## src/rtl/fetch_ctrl.sv

```systemverilog
// ============================================================================
//  Module      : fetch_ctrl
//  Description : Program-counter owner and instruction-fetch sequencer with
//                decode handshake and branch/jump/jr redirect handling.
//  Revision    : 1.0 - initial release
// ============================================================================
`default_nettype none

module fetch_ctrl #(
    parameter logic [31:0] RESET_PC = 32'h0000_3000
) (
    input  logic        clk,
    input  logic        rstn,
    output logic        imem_req,
    output logic [31:0] imem_addr,
    input  logic        imem_ack,
    input  logic [31:0] imem_rdata,
    output logic        inst_valid,
    output logic [31:0] inst,
    output logic [31:0] inst_pc,
    input  logic        inst_ready,
    input  logic        br_valid,
    input  logic [1:0]  br_sel,
    input  logic        br_taken,
    input  logic [31:0] br_pc,
    input  logic [25:0] br_imm,
    input  logic [31:0] br_reg,
    output logic        misalign
);

    typedef enum logic [1:0] {
        S_REQ   = 2'd0,
        S_HOLD  = 2'd1,
        S_DRAIN = 2'd2
    } state_t;

    state_t      state_q, state_d;
    logic [31:0] pc_q, pc_d;
    logic [31:0] addr_q, addr_d;
    logic        req_q, req_d;
    logic [31:0] inst_q, inst_d;
    logic [31:0] inst_pc_q, inst_pc_d;
    logic        valid_q, valid_d;
    logic        misalign_q, misalign_d;

    logic        redirect;
    logic [31:0] br_pc_plus4;
    logic [31:0] br_offset;
    logic [31:0] target;

    always_comb begin
        br_pc_plus4 = br_pc + 32'd4;
        br_offset   = {{14{br_imm[15]}}, br_imm[15:0], 2'b00};
        redirect    = br_valid && (br_sel != 2'b00);
        case (br_sel)
            2'b01:   target = br_taken ? (br_pc_plus4 + br_offset) : br_pc_plus4;
            2'b10:   target = {br_pc_plus4[31:28], br_imm, 2'b00};
            2'b11:   target = {br_reg[31:2], 2'b00};
            default: target = br_pc_plus4;
        endcase
    end

    always_comb begin
        state_d    = state_q;
        pc_d       = pc_q;
        inst_d     = inst_q;
        inst_pc_d  = inst_pc_q;
        valid_d    = valid_q;
        misalign_d = redirect && (br_sel == 2'b11) && (br_reg[1:0] != 2'b00);

        case (state_q)
            S_REQ: begin
                if (redirect) begin
                    // An issued request cannot be withdrawn; drain it unless it completes now.
                    pc_d    = target;
                    valid_d = 1'b0;
                    state_d = (req_q && !imem_ack) ? S_DRAIN : S_REQ;
                end else if (req_q && imem_ack) begin
                    inst_d    = imem_rdata;
                    inst_pc_d = pc_q;
                    valid_d   = 1'b1;
                    state_d   = S_HOLD;
                end
            end
            S_HOLD: begin
                if (redirect) begin
                    pc_d    = target;
                    valid_d = 1'b0;
                    state_d = S_REQ;
                end else if (inst_ready) begin
                    pc_d    = pc_q + 32'd4;
                    valid_d = 1'b0;
                    state_d = S_REQ;
                end
            end
            S_DRAIN: begin
                if (redirect) begin
                    pc_d    = target;
                    valid_d = 1'b0;
                end
                if (imem_ack) begin
                    state_d = S_REQ;
                end
            end
            default: state_d = S_REQ;
        endcase

        // The address only follows the PC when a fresh request is about to be issued.
        addr_d = (state_d == S_REQ) ? pc_d : addr_q;
        req_d  = (state_d != S_HOLD);
    end

    always_ff @(posedge clk or negedge rstn) begin
        if (!rstn) begin
            state_q    <= S_REQ;
            pc_q       <= RESET_PC;
            addr_q     <= RESET_PC;
            req_q      <= 1'b0;
            inst_q     <= 32'd0;
            inst_pc_q  <= 32'd0;
            valid_q    <= 1'b0;
            misalign_q <= 1'b0;
        end else begin
            state_q    <= state_d;
            pc_q       <= pc_d;
            addr_q     <= addr_d;
            req_q      <= req_d;
            inst_q     <= inst_d;
            inst_pc_q  <= inst_pc_d;
            valid_q    <= valid_d;
            misalign_q <= misalign_d;
        end
    end

    assign imem_req   = req_q;
    assign imem_addr  = addr_q;
    assign inst_valid = valid_q;
    assign inst       = inst_q;
    assign inst_pc    = inst_pc_q;
    assign misalign   = misalign_q;

endmodule

`default_nettype wire

```

## config.mk

```make
export PLATFORM = sky130hd
export DESIGN_NAME = fetch_ctrl
export DESIGN_NICKNAME = d
export VERILOG_FILES = /design/src/rtl/fetch_ctrl.sv
export SDC_FILE = /design/constraint.sdc
export NUM_CORES = 1
export LEC_CHECK = 0
export BUFFER_PORTS_ARGS = -buffer_cell sky130_fd_sc_hd__buf_2
export CORE_ASPECT_RATIO = 1.4
export CORE_MARGIN = 2
export CORE_UTILIZATION = 58
export CTS_CLUSTER_DIAMETER = 50
export DETAILED_ROUTE_END_ITERATION = 12
export PLACE_DENSITY = 0.86
export RECOVER_POWER = 100
export SLEW_MARGIN = 5
export SYNTH_ARGS = -nofsm -noshare
export SYNTH_HDL_FRONTEND = slang
export SYNTH_SLANG_ARGS = --single-unit
```

## constraint.sdc

```tcl
create_clock -name clk -period 7 [get_ports clk]
set_clock_uncertainty 0.05 [all_clocks]
set_input_delay 1.4 -clock clk [delete_from_list [all_inputs] [get_ports clk]]
set_output_delay 1.4 -clock clk [all_outputs]
set_load 0.1 [all_outputs]
```

==> run metrics, run 1 <==
post-synthesis compound-gate area fraction=20.68%; wire per inst=19.31 um; CP bufs+invs=3; Die Area=0.01731 mm2; area grow syn2layout=17.07%; HP Class=reg2reg; post-synth cell types=79; drc violations=0; antenna violations before repair=2; CTS tree=built; sequential share of the synthesized area=35.36%; Starting Density=58.80%; CTS root buf=clkbuf_16; # hold bufs at CTS=0; pin count of the biggest net entering global routing=78; TNS Setup=0 ps; ys flop type=dfrtp_1; H-tree levels=4; First-pass DRT Iterations=6; leakage=0.004853 uW; post-CTS sizing=0; crit start category=input pin; r2r startpoint=state_q[1]; gr usage total=32.34%; die height=154.9 um; First DRT Iteration DRCs=851; Final Worst Setup Slack=1215 ps; mux share of post-synthesis cell area=12.29%; hold path start=imem_addr[30]; Post-Synth Adder-Cell Area=5.123%; Max Cap Viol=4; Sink Count=133; largest family of logic cells by synthesized area=compound AO/OA/AOI/OAI gates; leading cell types by total area after synthesis=dfrtp_1 34%, mux2_2 11%, nand2_1 4.9%; Max stage delay cell, worst path=clkbuf_1; Seq cells post-synth=133; Synth Area in Simple Gates=18.55%; WP data arrival=6040 ps; global-route wire length before repair=45080 um; Placer Congestion=1.003; Tmin final=5785 ps; syn_nets=1233; Max-Slew Margin vs Limit=-169.0%; Post-synth EDFFs=0; XOR/XNOR share of the synthesized area=3.623%; Clock Pin Slew Worst Setup and Hold Paths=60 ps; Synth Warn #=0; average cell area after synthesis=8.852 um2; Cell Pwr Density=528.5 mW/mm2; Placement Setup Slack=1733 ps; Fmax achieved=0.1729 GHz; Synth Cell Area=0.009428 mm2; Synth top area share=34.24%; CTS buffer count=17; routed vias=9444; cell repeated most along the worst path=clkbuf_1; worst path required time=7250 ps; Post-synth ARST share=100.0%; Yosys top cell by area=dfrtp_1; CP endpoint kind=register; CP max stage delay=1180 ps; RSZ-0062 raised after global routing=no; Top delay family on crit path=buffers and inverters; setup slack, reg-to-reg=2840 ps; drt via density=6.407; crit-path cells=clkbuf_1 > o21ai_2 > clkbuf_1 > nor2_1 > a211oi_1 > a21oi_1 > a31oi_4 > clkbuf_1 > mux2_2; Port Buffers=228; worst-skew pair later-pin latency=420 ps; vias in the first global route=9013; status=finished, violations left; layout cell share with drive strength beyond 1=21.92%; CTS max path bufs=2; IR drop worst, VDD=516.0 uV; CP Launch Point=br_sel[1]; post-route ant nets=0; failing checks=max-capacitance violations, max-slew violations; num ports=229; core area=0.01603 mm2; crit path kind=in2reg; hpwl dp=21360 um; DRT Wirelength=28470 um; post-CTS setup buffers=0; Syn Inst Count=1065; fin nets=1428; Max Transition Viols Final=210; final worst-path cycle share=82.65%; Least-Margin Pin Slew=4035 ps; setup violators final=0; CP max FO=33; Final Hold Vio Count=0; GRT overflow=0; std cell rows=55; die span in x=111.8 um
==> logic make-up after synthesis <==
| kind of cell | Yosys count |
|---|---|
| flip-flops | 133 |
| adder cells (fa/ha/maj) | 38 |
| buffers and inverters | 93 |
| XOR/XNOR | 39 |
| AND/OR/NAND/NOR | 356 |
| multiplexers | 104 |
| AO/OA/AOI/OAI | 302 |
==> worst paths after layout <==
path	endpoint	depth (start not counted)
worst min-delay path	imem_addr[30]	2
worst max-delay path	imem_addr[11]	9
worst max register to register	imem_addr[11]	11
worst min register to register	imem_addr[30]	2
max in group asynchronous	imem_addr[1]	2
min in group asynchronous	imem_addr[28]	1
==> routing by layer <==
layer | share of wire (%) | GRT usage, %
met1 | 38 | 38.71
met2 | 49 | 55.21
met3 | 8.3 | 5.921
met4 | 5.1 | 17.46
met5 | 0 | 0
==> sequential cells by signal, indices dropped and copies added (netlist names) <==
| name | cells |
|---|---|
| inst | 32 |
| misalign | 1 |
| inst_pc | 32 |
| imem_addr | 32 |
| inst_valid | 1 |
| pc_q | 32 |
| state_q | 2 |
| imem_req | 1 |
==> layout by cell type, fill, tap and decap left out, types with 19 or more instances in the layout <==
cell and instances:
a21oi_1 83, buf_2 126, clkbuf_1 106, dfrtp_1 129
ha_1 36, inv_1 29, mux2_2 92, nand2_1 124
nand3_1 39, nand4_1 19, nor2_1 83, nor3_1 19
o21ai_0 68, xnor2_1 26
==> per-stage QoR <==
stage	util [%]	total power [uW]	hold slack [ps]	instance area, um2	cells
after floorplan	-	4301	431.3	9428	1065
after global placement	66.28	4918	409.9	10630	1440
after detailed placement	66.28	4986	417.6	10630	1440
after CTS	69.99	5886	444.1	11220	1472
after global routing	68.83	6065	461.9	11040	1474
final	68.83	5833	448.9	11040	1474
==> final cells by class <==
type	instances	area, um2
repair buffers	239	1079
flip-flops and latches	133	3333
multi-input cells	839	5664
well taps	199	249.0
diodes	2	5.005
fillers	1342	4997
clock buffers	20	466.7
clock inverters	12	127.6
inverters	30	112.6
==> worst register-to-register path, delay by kind of cell (launching register included) <==
kind | cells | cell delay, ps
AOI/OAI and AO/OA | 2 | 660
adders and majority gates | 1 | 140
buffers and inverters | 4 | 1740
DFF | 1 | 420
muxes | 1 | 440
and+or+nand+nor | 3 | 600
==> synth_stat cells, types with 6 or more instances <==
library cell  count
dfrtp_1         129
o31ai_1           6
nor3_1           18
clkbuf_1         42
mux2_2           92
nor2_1           83
and3_1           10
nand2_1         124
a21o_1           17
a21oi_1          83
xnor2_1          26
a31oi_1          16
a22o_1            6
mux2i_1          10
o21ai_0          63
o21ai_1          11
o21a_1            6
nand2b_1          7
o2111ai_1         7
a211oi_1         14
and4_1            8
o211ai_1         12
buf_1             6
nor2b_1           9
o22a_1            7
nand4_1          19
a221oi_1          9
ha_1             37
nand3_1          39
xor2_1           13
inv_1            29
==> power breakdown <==
part           leakage, uW  internal, uW  switching, uW
Sequential         0.00166          1130            289
Combinational      0.00291           743           2780
Clock             0.000284           551            338
Note: power is estimated with default switching activity, not from simulation.
==> run 2, diff against run 1 <==
ABC_AREA = 1   (was unset)
CORE_UTILIZATION = 50   (was 58)
PLACE_DENSITY = 0.77   (was 0.86)
clock period = 4.75 ns   (was 7 ns; I/O delays follow)
==> run 2 against run 1 <==
  * The run still ends with max-capacitance violations, max-slew violations left
  * Critical path depth is 7 higher
  * Combinational power is 60% higher
  * Wire length is 31% higher
  * Sequential share of layout area is 2.5 points lower
  * Register-to-register slack worse by 2100 ps
  * Count of clock-buffer cells in the layout is 3 lower
  * Die area is 26% higher
==> run metrics, run 2 <==
GRT overflow=0 (unchanged); Post-synth top cells=534 x nand2_1, 193 x inv_1, 129 x dfrtp_1, 118 x nand3_1, 106 x nor2_1; Least-Margin Pin Slew=2560 ps (-1476 ps); post-synthesis compound-gate area fraction=13.97% (-6.7 points); XOR/XNOR share of the synthesized area=1.873% (-1.8 points); crit start category=input pin; hpwl dp=28980 um (+36%); Max stage delay cell, worst path=nor2_1; mux share of post-synthesis cell area=3.722% (-8.6 points); Max Transition Viols Final=199 (-5.2%); top-count cell post-synth=nand2_1; worst-skew pair later-pin latency=430 ps (about the same); leakage=0.006201 uW (+28%); Yosys top cell by area=dfrtp_1; core area=0.02032 mm2 (+27%); CP max stage delay=450 ps (-730 ps); average cell area after synthesis=6.624 um2 (-25%); RSZ-0062 raised after global routing=no; fin nets=1932 (+35%); final worst-path cycle share=87.70%; IR drop worst, VDD=519.8 uV (+0.73%); syn_nets=1721 (+40%); commonest non-fill, non-tap cells in the layout=536 x nand2_1, 197 x inv_1, 129 x dfrtp_1; Post-synth EDFFs=0 (unchanged); post-CTS setup buffers=0 (unchanged); CTS buffer count=17 (unchanged); post-synth cell types=52 (-34%); post-route ant nets=0 (unchanged); WP data arrival=4430 ps (-1610 ps); First-pass DRT Iterations=5 (-1); Syn Inst Count=1553 (+46%); die span in x=125.2 um (+12%); gr usage total=33.64% (+1.3 points); FILL cells=2023 (+51%); Final Worst Setup Slack=584.2 ps (-630.5 ps); setup violators final=0 (unchanged); vias in the first global route=11260 (+25%); pin count of the biggest net entering global routing=104 (+33%); Port Buffers=228 (unchanged); antenna violations before repair=0 (-2); Synth top area share=31.38% (-2.9 points); cell repeated most along the worst path=nand2_1; CTS tree=built; Placement Setup Slack=351.2 ps (-1382 ps); global-route wire length before repair=58220 um (+29%); Final Util=59.26% (-9.6 points); DRT Wirelength=37380 um (+31%); wire per inst=18.40 um (-4.7%); Synth Cell Area=0.01029 mm2 (+9.1%); Final Hold Vio Count=0 (unchanged); Finished Cell Area=0.01204 mm2 (+9.1%); H-tree levels=4 (unchanged); post-CTS sizing=0 (unchanged); Max Cap Viol=2 (-2); Seq cells post-synth=133 (unchanged); Post-synth ARST share=100.0% (unchanged); most common cell after layout, fill and taps aside=nand2_1; R2R cell count=15 (+4); crit-path cells=clkbuf_1 > ha_1 > nand3_1 > nor2_1 > xor2_1 > ha_1 > nand2_1 > nor2_1 > nand2_1 > nand3b_1 > a21oi_1 > nand2_1 > nand2_1 > o21ai_0 > nand2_1 > and2_0; status=finished, violations left; Tmin final=4166 ps; Starting Density=50.62% (-8.2 points); HP Class=reg2reg; Fmax achieved=0.2401 GHz; Max-Slew Margin vs Limit=-70.66% (+98 points); Cell Pwr Density=753.3 mW/mm2 (+43%); Sink Count=133 (unchanged); Post-Synth Adder-Cell Area=4.695% (-0.43 points); sequential share of the synthesized area=32.40% (-3.0 points); # diodes=0 (-2); capture point of the worst path=pc_q[17]; Placer Congestion=1.146 (+14%); Synth Area in Simple Gates=33.95% (+15 points); drc violations=0 (unchanged); ys flop type=dfrtp_1; r2r startpoint=state_q[1]; setup slack, reg-to-reg=790 ps (-2050 ps); leading cell types by total area after synthesis=dfrtp_1 31%, nand2_1 19%, inv_1 7.0%; RR Endpoint=imem_addr[11]; worst path required time=5020 ps (-2230 ps); std cell rows=62 (+13%); failing checks=max-capacitance violations, max-slew violations; Die Area=0.02176 mm2 (+26%); First DRT Iteration DRCs=1093 (+28%); layout cell share with drive strength beyond 1=12.89% (-9.0 points); TNS Setup=0 ps (unchanged); CP Launch Point=br_pc[2]; CP endpoint kind=register; CP max FO=5 (-85%); largest family of logic cells by synthesized area=simple AND/OR/NAND/NOR gates; # hold bufs at CTS=0 (unchanged); CTS max path bufs=2 (unchanged); num ports=229 (unchanged); WHS Path Cells=2 (unchanged); Synth Warn #=0 (unchanged); routed vias=11510 (+22%); worst hold slack=419.9 ps (-29.05 ps); CTS root buf=clkbuf_16; Placed Area=0.01163 mm2 (+9.5%); drt via density=5.663 (-12%); Clock Pin Slew Worst Setup and Hold Paths=60 ps (about the same); die height=173.7 um (+12%); area grow syn2layout=17.08% (about the same); crit path kind=in2reg
-- run 2: cell types whose count changed after synthesis, sizes merged, moves of 15 or more --
cell and delta:
mux2 -60, clkbuf -20, nor2 +38, xnor2 -24
nand3 +81, a21o -15, inv +169, nand2 +414
o21ai +16
-- run 2: how the worst min path moves through the flow --
stage / from / to / slack, ps
after floorplan: pc_q[12] / pc_q[12] / 430
after global placement: imem_addr[1] / imem_addr[1] / 400
after detailed placement: imem_addr[0] / imem_addr[0] / 410
after CTS: imem_addr[12] / imem_addr[12] / 420
after global routing: imem_addr[27] / imem_addr[27] / 440
final: imem_addr[0] / imem_addr[0] / 420
-- run 2: cell families after synthesis --
logic type,after synthesis
AOI/OAI and AO/OA,245
xor gates and xnor gates,22
adders and majority gates,38
buffers and inverters,248
DFF,133
muxes,34
and+or+nand+nor,833
-- run 2: stage by stage --
stage / power (uW) / std cells
6_report: 9073 / 2032
5_1_grt: 9523 / 2032
4_1_cts: 9160 / 2032
3_5_place_dp: 7847 / 2001
3_3_place_gp: 7762 / 2001
2_1_floorplan: 6670 / 1553
-- run 2: cell type report --
| class | count | area (um2) | share of cell area, % |
|---|---|---|---|
| tap | 256 | 320.3 | 2.659 |
| multi-input combinational | 1172 | 5971 | 49.57 |
| inverter | 200 | 752.0 | 6.243 |
| clock buffer | 17 | 425.4 | 3.532 |
| clock inverter | 14 | 151.4 | 1.257 |
| sequential | 133 | 3333 | 27.67 |
| timing repair buffer | 240 | 1091 | 9.059 |
-- run 2: critical path, delay by kind of cell --
| family | cells | cell delay (ps) |
|---|---|---|
| simple gates | 10 | 1960 |
| fa+ha+maj | 2 | 650 |
| compound gates | 2 | 550 |
| buf+inv | 1 | 160 |
| xor+xnor | 1 | 170 |
-- run 2: report_power, final --
group / switching [uW] / total (uW) / internal (uW)
clock network: 515 / 1290 / 773
logic: 4660 / 5640 / 982
registers: 439 / 2140 / 1700
total: 5620 / 9070 / 3460
-- run 2: metal layers --
metal | GRT usage (%) | vias up | wire (um)
met5 | 0 | - | 0
met4 | 23.84 | 0 | 2876
met3 | 4.321 | 149 | 2462
met2 | 59.96 | 594 | 18660
met1 | 36.58 | 5284 | 13380
li1 | - | 5480 | -
